**config.mk**
```make
export PLATFORM = sky130hd
export DESIGN_NAME = rr_ring_arbiter
export DESIGN_NICKNAME = d
export VERILOG_FILES = /design/src/rtl/rr_arb_pkg.sv /design/src/rtl/rr_ring_ptr.sv /design/src/rtl/rr_ring_arbiter.sv
export SDC_FILE = /design/constraint.sdc
export NUM_CORES = 1
export LEC_CHECK = 0
export CAP_MARGIN = 10
export CORE_MARGIN = 4
export CORE_UTILIZATION = 55
export CTS_CLUSTER_SIZE = 14
export DETAILED_ROUTE_END_ITERATION = 12
export PLACE_DENSITY = 0.79
export SLEW_MARGIN = 20
export SYNTH_ARGS = -nofsm -noshare
export SYNTH_HDL_FRONTEND = slang
export SYNTH_SLANG_ARGS = --single-unit
```
**constraint.sdc**
```tcl
create_clock -name clk -period 3.4 [get_ports clk]
set_input_delay 1.02 -clock clk [delete_from_list [all_inputs] [get_ports clk]]
set_output_delay 1.02 -clock clk [all_outputs]
set_load 0.05 [all_outputs]
```
**src/rtl/rr_arb_pkg.sv**
```systemverilog
// Shared types and pure helpers for the round-robin ring arbiter.
// Helpers work on a fixed MAX_N-wide vector so any N up to MAX_N can reuse them.
package rr_arb_pkg;

    localparam int MAX_N = 32;
    localparam int IDX_W = 5;

    typedef enum logic {
        IDLE  = 1'b0,
        GRANT = 1'b1
    } state_t;

    // First set bit of req at or after the one-hot ptr position, wrapping at n-1.
    function automatic logic [MAX_N-1:0] rr_pick(
        input logic [MAX_N-1:0] req,
        input logic [MAX_N-1:0] ptr,
        input int               n
    );
        logic [MAX_N-1:0] win;
        logic             found;
        int               base;
        int               idx;
        win   = '0;
        found = 1'b0;
        base  = 0;
        idx   = 0;
        for (int i = 0; i < MAX_N; i++) begin
            if (i < n && ptr[IDX_W'(i)]) base = i;
        end
        for (int k = 0; k < MAX_N; k++) begin
            idx = base + k;
            if (idx >= n) idx = idx - n;
            if (k < n && !found && req[IDX_W'(idx)]) begin
                win[IDX_W'(idx)] = 1'b1;
                found            = 1'b1;
            end
        end
        return win;
    endfunction

    function automatic logic [IDX_W-1:0] onehot2bin(input logic [MAX_N-1:0] oh);
        logic [IDX_W-1:0] b;
        b = '0;
        for (int i = 0; i < MAX_N; i++) begin
            if (oh[IDX_W'(i)]) b = b | IDX_W'(i);
        end
        return b;
    endfunction

endpackage

```
**src/rtl/rr_ring_ptr.sv**
```systemverilog
// One-hot priority ring; on load it points one past the releasing owner.
// Holds its value otherwise; no handshake.
module rr_ring_ptr #(
    parameter int N = 4
) (
    input  logic         clk,
    input  logic         reset,
    input  logic         load_en,
    input  logic [N-1:0] owner,
    output logic [N-1:0] ptr
);

    always_ff @(posedge clk) begin
        if (reset) begin
            ptr <= N'(1);
        end else if (load_en) begin
            ptr <= {owner[N-2:0], owner[N-1]};
        end
    end

endmodule

```
**src/rtl/rr_ring_arbiter.sv**
```systemverilog
// Round-robin arbiter with bounded tenure; one-cycle req-to-gnt, zero-bubble handover.
// Owner keeps the grant while requesting, up to MAX_HOLD cycles (0 = unlimited); N <= 32.
module rr_ring_arbiter
    import rr_arb_pkg::*;
#(
    parameter int N        = 4,
    parameter int MAX_HOLD = 8
) (
    input  logic                 clk,
    input  logic                 reset,
    input  logic [N-1:0]         req,
    output logic [N-1:0]         gnt,
    output logic [$clog2(N)-1:0] gnt_id,
    output logic                 busy
);

    localparam int ID_W  = $clog2(N);
    localparam int CNT_W = (MAX_HOLD == 0) ? 4 : $clog2(MAX_HOLD + 1);

    state_t           state;
    logic [CNT_W-1:0] hold_cnt;
    logic [N-1:0]     ptr;
    logic [N-1:0]     arb_ptr;
    logic [N-1:0]     pick;
    logic [ID_W-1:0]  pick_id;
    logic             expired;
    logic             release_now;

    // On release, arbitrate against the rotated pointer in the same cycle so the
    // handover has no idle gap; the old owner naturally ends up lowest priority.
    always_comb begin
        expired     = (MAX_HOLD != 0) && (hold_cnt == CNT_W'(MAX_HOLD));
        release_now = (state == GRANT) && (!(|(req & gnt)) || expired);
        arb_ptr     = (state == GRANT) ? {gnt[N-2:0], gnt[N-1]} : ptr;
        pick        = N'(rr_pick(MAX_N'(req), MAX_N'(arb_ptr), N));
        pick_id     = ID_W'(onehot2bin(MAX_N'(pick)));
    end

    rr_ring_ptr #(.N(N)) u_ptr (
        .clk     (clk),
        .reset   (reset),
        .load_en (release_now),
        .owner   (gnt),
        .ptr     (ptr)
    );

    always_ff @(posedge clk) begin
        if (reset) begin
            state    <= IDLE;
            gnt      <= '0;
            gnt_id   <= '0;
            busy     <= 1'b0;
            hold_cnt <= '0;
        end else begin
            case (state)
                IDLE: begin
                    if (|req) begin
                        state    <= GRANT;
                        gnt      <= pick;
                        gnt_id   <= pick_id;
                        busy     <= 1'b1;
                        hold_cnt <= CNT_W'(1);
                    end
                end
                GRANT: begin
                    if (release_now) begin
                        if (|pick) begin
                            gnt      <= pick;
                            gnt_id   <= pick_id;
                            hold_cnt <= CNT_W'(1);
                        end else begin
                            state    <= IDLE;
                            gnt      <= '0;
                            gnt_id   <= '0;
                            busy     <= 1'b0;
                            hold_cnt <= '0;
                        end
                    end else if (hold_cnt != {CNT_W{1'b1}}) begin
                        hold_cnt <= hold_cnt + CNT_W'(1);
                    end
                end
                default: begin
                    state <= IDLE;
                    gnt   <= '0;
                    busy  <= 1'b0;
                end
            endcase
        end
    end

endmodule
```
==> out/metrics.yaml <==
cells_and_area:
  n_antenna_cell: 0
  final_common_cell: "nor2_1"
  final_cell_mix: "20 x nor2_1, 15 x dfxtp_1, 12 x clkdlybuf4s50_1"
  design_area_mm2: 0.00130
  syn_to_final_growth_pct: 16.3
  fin_cells: 177
  utilization_pct: 66.9
  drive_above_1_share_pct: 11.3
  nets: 166
worst_hold_path:
  holdPathEnd: "busy$_SDFFE_PP0P_"
  hold_path_class: "flip-flop to flip-flop"
  min-delay-start: "busy$_SDFFE_PP0P_"
  worstHoldPathCells: 2
floorplanning:
  core_mm2: 0.00194
  fp.dieArea_mm2: 0.00282
  num_rows: 16
  die_h_um: 53.1
  io_pins: 13
  initial_core_util_pct: 57.5
  die_w_um: 53.1
power:
  powerDensity_mw_per_mm2: 952
  finalPower_mw: 1.24
  p_leak_nw: 0.525
  peakVddDrop_mv: 0.565
timing:
  slew_violations: 0
  finalCriticalPeriod_ps: 3180
  rsz0062_at_grt: "no"
  hold_viol_final: 0
  clock-skew-final_ps: 12.8
  max_slew_margin_pct: 63.3
  fmax_mhz: 315
  setup_tns_ps: 0
  setup_ws_ps: 225
  timing_worst_slew_pin_value_ps: 550
  min_period_over_period_pct: 93.4
  setup_viol: 0
  hold_ws_ps: 488
drt:
  vias: 1050
  drtIter0Drc: 25
  wl_per_cell_um: 14.5
  ant_nets: 0
  first_pass_iters: 4
  drc: 0
  routed_wl_um: 2570
  via_per_inst: 5.93
critical_path:
  worst_r2r_endpoint: "hold_cnt[0]$_SDFFE_PP0P_"
  crit_fanout: 8
  endpoint_kind: "flip-flop"
  regToRegStartpoint: "state$_SDFF_PP0_"
  rr_worst_depth: 10
  setup.worst_path.start_class: "flip-flop"
  crit_required_ps: 3560
  critical_path_class: "flip-flop to flip-flop"
  ff2ff_setup_slack_ps: 220
  worstPathArrival_ps: 3340
clocking:
  clk_pin_slew_worst_paths_ps: 90
  cts_sinks: 15
  clk_latency_ps: 280
  cts-root-buf: "clkbuf_4"
  htreeDepth: 1
  cts_buffers: 3
  cts_resized: 0
  cts_tree: "yes"
  clockBufferDepth: 2
  post_cts_buffers: 0
  cts_hold_buf: 0
global_route:
  grt_antenna_before_repair: 0
  grt_start_max_net_pins: 18
  grt.total_usage_pct: 20.3
  grtUsageMet3_pct: 5.35
  globalRouteMet2Util_pct: 34.7
  grt_pass1_wl_um: 4300
  grt.busiest_layer: "met2"
  use_met1_pct: 26.5
  first_global_vias: 965
  overflow: 0
placement:
  dp_hpwl_um: 2010
  gp_congestion: 0.928
  pre_cts_ws_ps: 182
  dp.cells: 173
  io_buffers: 12
  placed_area_mm2: 0.00127
logic_synthesis:
  yosysWarnings: 0
  ys_ff_latch: 15
  syn_area_mm2: 0.00112
  syn-instance-count: 135
  synth.distinct_cells: 41
  yosysSeqAreaShare_pct: 26.9
  synth_edf_count: 0
  synthArstFlopShare_pct: 0
  syn_nets: 150
  syn_area_per_cell_um2: 8.28
  ys.flop_type: "dfxtp_1"
run_status:
  status: "completed"
flow_run:
  max_cap_viol_count: 0
worst max-delay path by stage:
| stage | startpoint | cells after the start | end | slack, ps |
|---|---|---|---|---|
| finish | state$_SDFF_PP0_ | 10 | hold_cnt[0]$_SDFFE_PP0P_ | 220 |
| global route | state$_SDFF_PP0_ | 10 | busy$_SDFFE_PP0P_ | 30 |
| CTS | state$_SDFF_PP0_ | 10 | busy$_SDFFE_PP0P_ | 270 |
| detailed placement | req[2] | 8 | hold_cnt[0]$_SDFFE_PP0P_ | 180 |
| global placement | req[3] | 8 | hold_cnt[0]$_SDFFE_PP0P_ | 210 |
| floorplan | gnt[2]$_SDFFE_PP0P_ | 11 | hold_cnt[0]$_SDFFE_PP0P_ | 340 |
logic make-up after synthesis:
| group | share of synthesized area [%] |
|---|---|
| flops | 26.9 |
| fa+ha+maj | 10.1 |
| xor+xnor | 1.57 |
| simple gates | 23.9 |
| mux | 5.60 |
| buf+inv | 5.15 |
| compound gates | 26.9 |
state kept, by name, indices dropped and copies added, names as in the netlist:
signal     count
busy           1
gnt_id         2
hold_cnt       4
u_ptr.ptr      3
state          1
gnt            4
cells in the mapped netlist, types with 2 or more instances:
master	instances	area [µm²]
clkbuf_1	2	7.51
and2_1	3	18.8
a21oi_2	2	17.5
dfxtp_1	15	300
xor2_1	2	17.5
nand2b_1	4	25.0
o21ai_1	2	10.0
mux2i_1	4	40.0
a22oi_1	3	22.5
o221ai_1	3	26.3
nor2_1	20	75.1
a211oi_1	4	30.0
nand3_1	4	20.0
nor2b_1	2	12.5
nor3_1	4	20.0
a221oi_1	3	26.3
a21oi_1	10	50.1
nand2_1	7	26.3
ha_1	9	113
inv_1	7	26.3
o211ai_1	5	37.5
metal layers:
layer / vias to the layer above / part of all wire [%]
li1: 528 / -
met4: 0 / 0
met5: - / 0
met1: 488 / 48
met3: 0 / 5.9
met2: 34 / 47
power breakdown:
part           internal [mW]  switching, mW  total [mW]
registers              0.223         0.0444       0.268
logic                  0.339          0.532       0.871
clock network         0.0455         0.0542      0.0998
total                  0.608          0.630        1.24
critical path, cell delays in order (launching register included):
cell,delay (ps)
dfxtp_1,460
or3b_4,450
and2_4,190
inv_1,140
ha_1,330
o211ai_1,260
o22ai_2,160
a221oi_1,400
o221ai_1,250
nor4b_4,290
o32ai_1,100
area by class of cell:
cell class / instances / area (µm²)
Timing Repair Buffer: 16 / 150
Clock buffer: 4 / 26.3
Sequential cell: 15 / 300
Fill cell: 178 / 642
Inverter: 8 / 30.0
Tap cell: 27 / 33.8
Multi-Input combinational cell: 107 / 759
Power figures use the tool's default switching activity.
